### src/rtl/ctrl_pipeline.sv
// ctrl_pipeline
// Carries the decoded EX/MEM/WB control bundles from the ID stage through the
// ID/EX, EX/MEM and MEM/WB control latches. It resolves branches in EX,
// detects load-use hazards against the instruction in ID, and drives the
// PC-select, PC/IF-ID write enables and the IF/ID flush.
// Optional feature macro: CTRL_PIPE_STATS_EN adds saturating stall/flush
// event counters (stall_cnt, flush_cnt). Without it those ports are absent.
module ctrl_pipeline #(
  parameter int REG_W = 5,
  parameter int CNT_W = 16
) (
  input  logic             clk,
  input  logic             rst_n,
  input  logic [3:0]       id_EX,
  input  logic [1:0]       id_MEM,
  input  logic [1:0]       id_WB,
  input  logic             id_Jump,
  input  logic             id_Branch,
  input  logic             id_BranchNot,
  input  logic [REG_W-1:0] id_rs,
  input  logic [REG_W-1:0] id_rt,
  input  logic             ex_zero,
  output logic [3:0]       ex_EX,
  output logic [1:0]       ex_MEM,
  output logic [1:0]       ex_WB,
  output logic [1:0]       mem_MEM,
  output logic [1:0]       mem_WB,
  output logic [1:0]       wb_WB,
  output logic [1:0]       pc_sel,
  output logic             pc_write,
  output logic             ifid_write,
  output logic             ifid_flush
`ifdef CTRL_PIPE_STATS_EN
  ,
  output logic [CNT_W-1:0] stall_cnt,
  output logic [CNT_W-1:0] flush_cnt
`endif
);

  localparam logic [1:0] PC_SEQ    = 2'b00;
  localparam logic [1:0] PC_BRANCH = 2'b01;
  localparam logic [1:0] PC_JUMP   = 2'b10;

  // ID/EX control latch
  logic [3:0]       ex_ex_reg;
  logic [1:0]       ex_mem_reg;
  logic [1:0]       ex_wb_reg;
  logic [REG_W-1:0] ex_rt_reg;
  logic             ex_branch_reg;
  logic             ex_branchnot_reg;

  // EX/MEM and MEM/WB control latches
  logic [1:0]       mem_mem_reg;
  logic [1:0]       mem_wb_reg;
  logic [1:0]       wb_wb_reg;

  // Hazard / redirect decisions for the current cycle
  logic             take;
  logic             hz;
  logic             bubble;

  // Branch resolution in EX, and load-use detection (only meaningful when the
  // branch is not taken, because a taken branch squashes the ID instruction).
  always_comb begin
    take = (ex_branch_reg & ex_zero) | (ex_branchnot_reg & ~ex_zero);
    hz   = 1'b0;
    if (!take) begin
      hz = ex_mem_reg[1] & (ex_rt_reg != '0) &
           ((ex_rt_reg == id_rs) | (ex_rt_reg == id_rt));
    end
    bubble = take | hz;
  end

  // Front-end control: priority is taken branch, then hazard, then jump.
  always_comb begin
    pc_sel     = PC_SEQ;
    pc_write   = 1'b1;
    ifid_write = 1'b1;
    ifid_flush = 1'b0;
    if (take) begin
      pc_sel     = PC_BRANCH;
      ifid_flush = 1'b1;
    end else if (hz) begin
      // Hold PC and IF/ID so the ID instruction is retried next cycle.
      pc_write   = 1'b0;
      ifid_write = 1'b0;
    end else if (id_Jump) begin
      pc_sel     = PC_JUMP;
      ifid_flush = 1'b1;
    end
  end

  // ID/EX latch: capture the ID bundles, or a bubble on taken branch / hazard.
  // A jump's bundles are all zero from the decoder, so it is captured as-is.
  always_ff @(posedge clk or negedge rst_n) begin
    if (!rst_n) begin
      ex_ex_reg        <= '0;
      ex_mem_reg       <= '0;
      ex_wb_reg        <= '0;
      ex_rt_reg        <= '0;
      ex_branch_reg    <= 1'b0;
      ex_branchnot_reg <= 1'b0;
    end else if (bubble) begin
      ex_ex_reg        <= '0;
      ex_mem_reg       <= '0;
      ex_wb_reg        <= '0;
      ex_rt_reg        <= '0;
      ex_branch_reg    <= 1'b0;
      ex_branchnot_reg <= 1'b0;
    end else begin
      ex_ex_reg        <= id_EX;
      ex_mem_reg       <= id_MEM;
      ex_wb_reg        <= id_WB;
      ex_rt_reg        <= id_rt;
      ex_branch_reg    <= id_Branch;
      ex_branchnot_reg <= id_BranchNot;
    end
  end

  // EX/MEM and MEM/WB latches always advance; they are never stalled or flushed.
  always_ff @(posedge clk or negedge rst_n) begin
    if (!rst_n) begin
      mem_mem_reg <= '0;
      mem_wb_reg  <= '0;
      wb_wb_reg   <= '0;
    end else begin
      mem_mem_reg <= ex_mem_reg;
      mem_wb_reg  <= ex_wb_reg;
      wb_wb_reg   <= mem_wb_reg;
    end
  end

  assign ex_EX   = ex_ex_reg;
  assign ex_MEM  = ex_mem_reg;
  assign ex_WB   = ex_wb_reg;
  assign mem_MEM = mem_mem_reg;
  assign mem_WB  = mem_wb_reg;
  assign wb_WB   = wb_wb_reg;

`ifdef CTRL_PIPE_STATS_EN
  // Counter events: index 0 counts stall cycles, index 1 counts IF/ID flushes.
  // hz already excludes cycles where the branch is taken.
  logic [1:0] cnt_evt;
  assign cnt_evt = {ifid_flush, hz};

  genvar gi;
  generate
    for (gi = 0; gi < 2; gi++) begin : g_cnt
      logic [CNT_W-1:0] cnt_reg;
      // Saturating event counter
      always_ff @(posedge clk or negedge rst_n) begin
        if (!rst_n) begin
          cnt_reg <= '0;
        end else if (cnt_evt[gi] && (cnt_reg != {CNT_W{1'b1}})) begin
          cnt_reg <= cnt_reg + CNT_W'(1);
        end
      end
    end
  endgenerate

  assign stall_cnt = g_cnt[0].cnt_reg;
  assign flush_cnt = g_cnt[1].cnt_reg;
`else
  // Counter width is only meaningful with the statistics feature.
  logic [CNT_W-1:0] unused_cnt_w;
  assign unused_cnt_w = '0;
`endif

endmodule

### config.mk
export PLATFORM = sky130hd
export DESIGN_NAME = ctrl_pipeline
export DESIGN_NICKNAME = d
export VERILOG_FILES = /design/src/rtl/ctrl_pipeline.sv
export SDC_FILE = /design/constraint.sdc
export NUM_CORES = 1
export LEC_CHECK = 0
export CAP_MARGIN = 5
export CELL_PAD_IN_SITES_DETAIL_PLACEMENT = 0
export CELL_PAD_IN_SITES_GLOBAL_PLACEMENT = 1
export CORE_AREA = 4 4 61 63
export CTS_CLUSTER_DIAMETER = 100
export DETAILED_ROUTE_END_ITERATION = 12
export DIE_AREA = 0 0 65 67
export GPL_TIMING_DRIVEN = 0
export PLACE_DENSITY = 0.83
export SYNTH_ARGS = -nofsm -noshare
export SYNTH_HDL_FRONTEND = slang
export SYNTH_SLANG_ARGS = --single-unit
export TNS_END_PERCENT = 1
### constraint.sdc
create_clock -name clk -period 2.7 [get_ports clk]
set_clock_uncertainty 0.2 [all_clocks]
set_input_delay 0.54 -clock clk [delete_from_list [all_inputs] [get_ports clk]]
set_output_delay 0.54 -clock clk [all_outputs]
set_load 0.05 [all_outputs]
# Word-level counts from Yosys, hierarchy flattened

Index checks and enable logic that the tools add are counted.

Equal/unequal tests: 2
Reductions and logical operators: 1
Mux-type cells: 15
Bitwise operators: 8

Operators with widths:

| kind              | count |
|---|---|
| $eq 5x5->1        | 2 |
| $mux 2            | 5 |
| $mux 1            | 8 |
| $mux 5            | 1 |
| $reduce_bool 5->1 | 1 |
| $and 1x1->1       | 4 |
| $mux 4            | 1 |
| $or 1x1->1        | 3 |
| $not 1->1         | 1 |

Word-level logic and storage cells: 35
Output and inout port bits: 19
Register bits after elaboration: 21

# Logic depth before layout (Yosys ltp)

Gate-level depths: netlist (run 1).

Depth after elaboration: 6
Depth in mapped cells: 6
Depth with buffers taken out: 4

# Worst setup path before layout (run 1)

OpenSTA, ideal clock, no wires.

Kind: input to output
Start: in id_rt[4]
End: out pc_write
Arrival time: 1.988 ns
Buffers on the path: 2
Path slack: -0.028 ns
Stages: 6
Required time: 1.960 ns
Cell sequence: xnor2_1 -> nand3_1 -> o22ai_2 -> buf_4 -> nand2_1 -> buf_4

Cells in the longest elaborated chain, start to end: 6

Ends and longest elaborated chain:

| item                 | line | text |
|---|---|---|
| start: declaration   | 21   | `input logic [REG_W-1:0] id_rt,` |
| $eq 5x5->1           | 69   | `((ex_rt_reg == id_rs) \| (ex_rt_reg == id_rt));` |
| $or 1x1->1           | 69   |  |
| $and 1x1->1          | 68   | `hz = ex_mem_reg[1] & (ex_rt_reg != '0) &` |
| $mux 1               | 67   | `if (!take) begin` |
| $mux 1 (2 in series) | n/a  |  |
| end: declaration     | 30   | `output logic pc_write,` |

No other way between the ends.

# Worst setup path after layout (run 1)

Start: reg ex_rt_reg[0]
End: out ifid_flush

Cells in the longest elaborated chain, start to end: 6
Elaborated cells on any way between the ends: 9
Those cells by class: eq/ne: 2; mux: 3; bitwise: 3; reduce/logical: 1

Ends and longest elaborated chain:

| item                                                   | line   | text |
|---|---|---|
| start: declaration                                     | 48     | `logic [REG_W-1:0] ex_rt_reg;` |
| start signal: assignment                               | 114    | `ex_rt_reg <= id_rt;` |
| $eq 5x5->1 / $reduce_bool 5->1 (equally long branches) | 69, 68 |  |
| $or 1x1->1 / $and 1x1->1 (equally long branches)       | 69, 68 |  |
| $and 1x1->1 *                                          | 68     |  |
| $mux 1 *                                               | 67     |  |
| $mux 1 *                                               | 83     | `end else if (hz) begin` |
| $mux 1 *                                               | 80     | `if (take) begin` |
| end: declaration                                       | 32     | `output logic ifid_flush` |

Every way passes the cells marked *; elsewhere a longest branch is shown, timed or not.

==> out/metrics.cfg, run 1 <==
[yosys]
synthTopCellsByCount = dfrtp_1, nand2_1, a21oi_2, xnor2_1, a21oi_1
synth-async-reset-ratio_pct = 100.0
synth_ff_type = dfrtp_1
synth-edff-count = 0
syn_nets = 104
avgSynthCellArea_um2 = 11.64
syn_area_um2 = 930.9
synth_area_leaders = dfrtp_1, a21oi_2, xnor2_1
ys_types = 16
ys_seq_area_share_pct = 56.45
synth.most_common_cell = dfrtp_1
synth_top_area_share_pct = 56.45
synth-seq-cells = 21
synthCells = 80
yosysWarnings = 0
synth_top_area_cell = dfrtp_1

[power]
switchingPower_mw = 0.3181
clock_power_share_pct = 16.4
combinationalPowerShare_pct = 42.2
power_frac_seq_pct = 41.5
internal-power_mw = 0.5688
vdd_ir_drop_max_mv = 0.2665
power_density_nw_per_um2 = 569.4
p_leak_nw = 0.6666
p_sw_share_pct = 35.87

[global_routing]
grt_start_max_net_pins = 22
grt_pass1_wl_um = 3774
grt_pass1_vias = 806
track_usage_pct = 11.19
antenna_found_initial = 0
grt_overflow = 0

[drt]
wl_per_cell_um = 12.60
ant_nets = 0
drc = 0
vias = 760
drt-total-wl_um = 2306
first_iter_violations = 17
viasPerCell = 4.153
dr.pass1.iters = 2

[setup_path]
cp-start-kind = register
crit_chain = or4_4 -> o21a_4 -> and2_4 -> a2bb2oi_2 -> buf_6
critPathRequiredTime_ps = 1960
cp-end-kind = output pin
worstPathArrival_ps = 1950
critical_path.max_fanout = 8
path_class = register to output pin
crit_slowest_cell = or4_4
critPathMaxStageDelay_ps = 490

[clocking]
htreeDepth = 1
clock_latency_ps = 290
ctsHoldBuffers = 0
cts_tree = built
cts_num_sinks = 21
clkTransAtPathRegs_ps = 120
cts_buffers = 3
cts_max_path_buffers = 2
cts-root-buf = clkbuf_4

[run_status]
outcome = finished, final reports clean

[layout]
seqCellArea_um2 = 525.5
fin_nets = 162
syn_to_final_growth_pct = 67.34
multi_input_area_um2 = 381.6
finish.utilization_pct = 48.20
fillCellCount = 304
diodes = 0
drive_above_1_share_pct = 29.20
largest_register_ffs = 5

[die]
die-area_um2 = 4355
rows = 21
die_width_um = 65
die_h_um = 67
core_um2 = 3232
start_util_pct = 28.80
ios = 43

[placement]
place_hpwl_um = 1612
numPortBuffers = 42
place_congestion = 0.7284

[hold_path]
hp-class = register to register

[sta]
finalCriticalPeriod_ps = 2694
setup_violations = 0
finalHoldViolCount = 0
final_max_slew_viol_count = 0
fin_crit_sh_pct = 99.79
rsz0062_at_grt = true
fmax_ghz = 0.3711
tightest_slew_ps = 905.8
slew_headroom_pct = 39.43
whs_ps = 182.7

[flow_run]
maxCapViolCount = 0

layout by cell type (no fill, tap or decap):
cell             count
buf_12               1
o22ai_4              1
and2_4               1
inv_1                1
buf_6                3
nand3_1              2
clkdlybuf4s15_2      1
dlygate4sd2_1        3
buf_4               13
clkbuf_4             3
mux2i_4              1
dfrtp_1             21
clkbuf_1             2
xnor2_1             10
nand2_1             18
a21oi_1              6
buf_8                2
a2bb2oi_2            1
or4_4                1
clkdlybuf4s50_1     34
a21oi_2             10
o21a_4               1
nand2_2              1
power by group through the flow:
stage | Clock (mW) | Combinational, mW | Sequential, mW
2_1_floorplan | 0 | 0.131 | 0.454
3_3_place_gp | 0 | 0.331 | 0.373
3_5_place_dp | 0 | 0.333 | 0.374
4_1_cts | 0.151 | 0.360 | 0.368
5_1_grt | 0.162 | 0.398 | 0.373
6_report | 0.145 | 0.374 | 0.368
kinds of logic (layout without fill, tap and decap cells):
family | after synthesis | after routing | synth area share (%)
DFF | 21 | 21 | 56.45
AOI/OAI and AO/OA | 19 | 19 | 17.20
and+or+nand+nor | 23 | 23 | 10.48
xor gates and xnor gates | 10 | 10 | 9.408
muxes | 1 | 1 | 1.075
buffers and inverters | 6 | 63 | 5.375
worst paths after layout:
check | from | endpoint | slack, ps | depth (start not counted)
worst max-delay path | ex_rt_reg[0] | ifid_flush | 6 | 5
worst min-delay path | ex_WB[1] | mem_WB[1] | 180 | 0
worst max register to register | ex_rt_reg[0] | ex_rt_reg[2] | 830 | 5
worst min register to register | ex_WB[1] | mem_WB[1] | 180 | 0
max in group asynchronous | rst_n | ex_rt_reg[1] | 1190 | 1
min in group asynchronous | rst_n | ex_MEM[0] | 540 | 1
layer usage:
layer / up-vias / part of all wire [%] / GRT usage, %
met3: 2 / 4.9 / 2.361
met2: 21 / 53 / 19.67
li1: 377 / - / -
met1: 360 / 41 / 13.44
met5: - / 0 / 0
met4: 0 / 1.2 / 3.958
final cells by class:
type | count | share of cell area (%)
sequential | 21 | 33.74
timing repair buffer | 53 | 32.45
multi-input combinational | 53 | 24.50
buffer | 5 | 3.695
tap | 46 | 3.695
clock buffer | 4 | 1.687
inverter | 1 | 0.2410
critical path: cells and delay by family (launching register included):
family	cells	cell delay, ps
buffers and inverters	1	170
and+or+nand+nor	2	660
AOI/OAI and AO/OA	2	390
DFF	1	430
what timing repair did:
action | in CTS | in global routing
endpoints found under the setup margin | 5 | 5
buffers inserted | 6 | 5
resized for setup | 38 | 3
endpoints found under the hold margin | 0 | 0
pin swaps | 2 | 4
stage by stage:
stage	std cells	cell area (µm²)	TNS (ps)	setup slack, ps	power (mW)
2_1_floorplan	80	933.4	0	3.411	0.5854
3_3_place_gp	168	1411	-4003	-964.3	0.7036
3_5_place_dp	168	1411	-4037	-987.2	0.7073
4_1_cts	178	1509	-74.29	-43.31	0.8794
5_1_grt	183	1558	-166.4	-62.55	0.9324
6_report	183	1558	0	5.549	0.8869
Note: power is estimated with default switching activity, not from simulation.
==> run 2, diff against run 1 <==
--- a/config.mk
+++ b/config.mk
@@ -5,7 +5,6 @@
 export SDC_FILE = /design/constraint.sdc
 export NUM_CORES = 1
 export LEC_CHECK = 0
-export CAP_MARGIN = 5
 export CELL_PAD_IN_SITES_DETAIL_PLACEMENT = 0
 export CELL_PAD_IN_SITES_GLOBAL_PLACEMENT = 1
 export CORE_AREA = 4 4 61 63
==> results of run 2 <==
The final DEF is identical to that of run 1; final timing and power are the same.
==> edit 1: new RTL, config.mk and constraints of run 2 <==
Remove the register `wb_wb_reg`: a continuous assignment takes its place, so the output `wb_WB` follows one clock earlier.
--- a/src/rtl/ctrl_pipeline.sv
+++ b/src/rtl/ctrl_pipeline.sv
@@ -123,11 +123,11 @@
       mem_mem_reg <= '0;
       mem_wb_reg  <= '0;
-      wb_wb_reg   <= '0;
     end else begin
       mem_mem_reg <= ex_mem_reg;
       mem_wb_reg  <= ex_wb_reg;
-      wb_wb_reg   <= mem_wb_reg;
     end
   end
+
+  assign wb_wb_reg = mem_wb_reg;
 
   assign ex_EX   = ex_ex_reg;
Check against the original RTL: not equivalent (Yosys sat finds a counterexample within 4 cycles, from zero or initial values and one cycle with rst_n low).
==> edit 1 against run 2 <==
- largest cell class unchanged
- sequential share of layout area fell by 1.9 points
- clock power decreased by 4%
- power decreased by 5.4%
- area after synthesis down 3.8%
- first-iteration DRC count fell by 41%
- sequential cell count shrank 2
- count of clock-buffer cells in the layout stayed put
- final area shrank 4.0%
- fmax about the same
- critical path depth grew 1
- routed wire length down 6.7%
- setup slack is essentially flat
- worst hold slack improved by 0.0037 ns
- critical path type unchanged
==> edit 1: results (changes against run 2) <==
| Result | Value | Unit | Change |
|:---|:---|:---|:---|
| Outcome | finished, final reports clean | - |  |
| Headroom to the max-slew limit | 45.8 | % | +6.4 points |
| First-pass GRT wire length | 3710 | um | -1.6% |
| TritonCTS Buffers | 3 | - | unchanged |
| Standby leakage power | 0.641 | nW | -3.8% |
| Placed cells | 168 | - | unchanged |
| Total routing resource utilization after global routing | 11.2 | % | -0.016 points |
| Met1 WL | 861 | um | -9.4% |
| Number of vias per cell after detailed routing | 4.17 | - | +0.49% |
| Buffer depth of the longest clock path | 2 | - | unchanged |
| Mean post-synth cell area | 11.2 | um2 | -3.8% |
| Cell types with the largest area share after synthesis | dfrtp_1 (53%), a21oi_2 (9.8%), xnor2_1 (9.8%), nand2_1 (8.0%), buf_4 (4.2%) | - |  |
| Setup Buffers After CTS | 5 | - | -1 |
| Met3 global-route usage | 1.69 | % | -0.67 points |
| Crit-path max FO | 7 | - | -1 |
| Fraction of synthesis flops using an asynchronous set or reset pin | 100 | % | unchanged |
| Maximum vdd ir drop | 0.000217 | V | -18% |
| Met2 WL | 1150 | um | -5.5% |
| Synth cell types | 16 | - | unchanged |
| Post-cts repair resize count | 39 | - | +2.6% |
| WL final | 2150 | um | -6.7% |
| Kind of cell with the highest combined delay on the critical path | simple AND/OR/NAND/NOR gates | - |  |
| Clock transition at the registers of the reported paths | 0.10 | ns | -0.02 ns |
| Final nets | 158 | - | -2.5% |
| Clk root buf | clkbuf_4 | - |  |
| Fin cells | 179 | - | -2.2% |
| GR Layer Usage met1 | 13.5 | % | +0.048 points |
| Most frequent cells after synthesis | dfrtp_1 (19), nand2_1 (19), a21oi_2 (10), xnor2_1 (10), a21oi_1 (6) | - |  |
| Vias in the first global route | 788 | - | -2.2% |
| Maximum number of pins on one net before global-route repair | 20 | - | -9.1% |
| Portion of the post-synthesis area used by sequential elements | 53.1 | % | -3.4 points |
| First-iteration detailed-routing DRC count | 10 | - | -7 |
| Met3 Routed Length | 114 | um | +1.8% |
| Data arrival time of the worst path | 1.95 | ns | about the same |
| Met2 usage in global routing | 19.3 | % | -0.38 points |
| Biggest cell delay along the critical path | 0.54 | ns | +0.05 ns |
| Top FF cell, synth | dfrtp_1 | - |  |
| Fraction of final layout cells sized beyond drive strength 1 | 28.6 | % | -0.63 points |
| Worst-case hold slack | 0.186 | ns | +0.00374 ns |
| Placed wire-length estimate after detailed placement | 1630 | um | +1.2% |
| Filler cell count | 328 | - | +7.9% |
| Routability congestion estimate from global placement | 0.685 | - | -6.0% |
| Count of antenna diodes in the layout | 0 | - | unchanged |
## edit 1: cell count changes in the layout (fill, tap and decap cells not counted)
cell | run 2 | this run
clkdlybuf4s50_1 | 34 | 33
buf_4 | 13 | 11
dfrtp_1 | 21 | 19
dlymetal6s2s_1 | 0 | 1
## edit 1: power by group
part	internal (mW)	total, mW	switching (mW)
logic	0.159	0.367	0.208
clock network	0.0574	0.139	0.0812
registers	0.315	0.334	0.0187
## edit 1: stage by stage
stage	util, %	instance area [um2]	TNS, ns	setup WS [ns]	power (mW)
2_1_floorplan	-	898	0	0.00341	0.556
3_3_place_gp	42.6	1380	-3.94	-0.956	0.672
3_5_place_dp	42.6	1380	-4.00	-0.980	0.677
4_1_cts	45.5	1470	-0.00771	-0.00771	0.841
5_1_grt	46.3	1500	-0.174	-0.0725	0.888
6_report	46.3	1500	0	0.00561	0.839
## edit 1: cell families after synthesis
logic type	Yosys count	share of synthesized area [%]
xor gates and xnor gates	10	9.78
buffers and inverters	8	7.26
AOI/OAI and AO/OA	19	17.9
DFF	19	53.1
and+or+nand+nor	23	10.9
muxes	1	1.12
## edit 1: cell type report
class / count / share of cell area (%)
Timing Repair Buffer: 49 / 32.2
Buffer: 7 / 4.60
Multi-Input combinational cell: 53 / 25.5
Tap cell: 46 / 3.85
Inverter: 1 / 0.251
Sequential cell: 19 / 31.8
Clock buffer: 4 / 1.76
## edit 1: path summary, 6_finish.rpt
check | from | to | cells after the start
max | ex_rt_reg[3] | pc_write | 6
min | ex_MEM[0] | mem_MEM[0] | 0
max reg2reg | ex_rt_reg[3] | ex_EX[2] | 5
min reg2reg | ex_MEM[0] | mem_MEM[0] | 0
max in group asynchronous | rst_n | mem_WB[1] | 1
min in group asynchronous | rst_n | ex_EX[0] | 1
==> edit 2: new RTL, config.mk and constraints of run 2 <==
Without the edit above. Build with the macro `CTRL_PIPE_STATS_EN` defined.
--- a/src/rtl/ctrl_pipeline.sv
+++ b/src/rtl/ctrl_pipeline.sv
@@ -6,4 +6,6 @@
 // Optional feature macro: CTRL_PIPE_STATS_EN adds saturating stall/flush
 // event counters (stall_cnt, flush_cnt). Without it those ports are absent.
+`define CTRL_PIPE_STATS_EN
+
 module ctrl_pipeline #(
   parameter int REG_W = 5,
Function (old outputs only; new: flush_cnt and stall_cnt): kept (Yosys induction, for registers that start in step).
==> edit 2 against run 2 <==
- the run now fails in global placement (3_3_place_gp)
- area after synthesis increased to 2.5 times the old value
==> edit 2: results (changes against run 2) <==
| Result | Value | Unit | Change |
|:---|:---|:---|:---|
| First Err | [ERROR GPL-0301] Utilization 127.823 % exceeds 100%. | - |  |
| Failed at | global placement (3_3_place_gp) | - |  |
| Total of buffers placed on input and output ports | 74 | - | +76% |
| Most frequent cells after synthesis | dfrtp_1 (53), xnor2_1 (21), and2_1 (16), xor2_1 (16) | - |  |
| Portion of the post-synthesis area used by sequential elements | 56.3 | % | -0.16 points |
| Cell types with the largest area share after synthesis | dfrtp_1 (56%), xnor2_1 (7.8%), xor2_1 (5.9%), and2_1 (4.2%), nand4_1 (3.2%) | - |  |
| Fraction of synthesis flops using an asynchronous set or reset pin | 100 | % | unchanged |
| Post-Syn Nets | 228 | - | +120% |
| Yosys warnings | 0 | - | unchanged |
| Top FF cell, synth | dfrtp_1 | - |  |
| Total of flip-flops plus latches after synthesis | 53 | - | +150% |
| Outcome | stopped before the end | - |  |
| Synth cell types | 31 | - | +15 |
| Mean post-synth cell area | 11.7 | um2 | +0.23% |
-- edit 2: cell count changes after synthesis, moves of 10 or more --
| cell | before | now |
|---|---|---|
| and2_1 | 0 | 16 |
| a21oi_2 | 10 | 0 |
| nand4_1 | 0 | 12 |
| nor2_1 | 0 | 13 |
| xor2_1 | 0 | 16 |
| dfrtp_1 | 21 | 53 |
| xnor2_1 | 10 | 21 |
-- edit 2: cell families after synthesis --
family | Yosys count | synth area share (%)
DFF | 53 | 56.3
adders and majority gates | 2 | 1.06
buffers and inverters | 7 | 1.81
muxes | 5 | 2.34
AOI/OAI and AO/OA | 5 | 2.12
xor gates and xnor gates | 37 | 13.8
and+or+nand+nor | 93 | 22.6
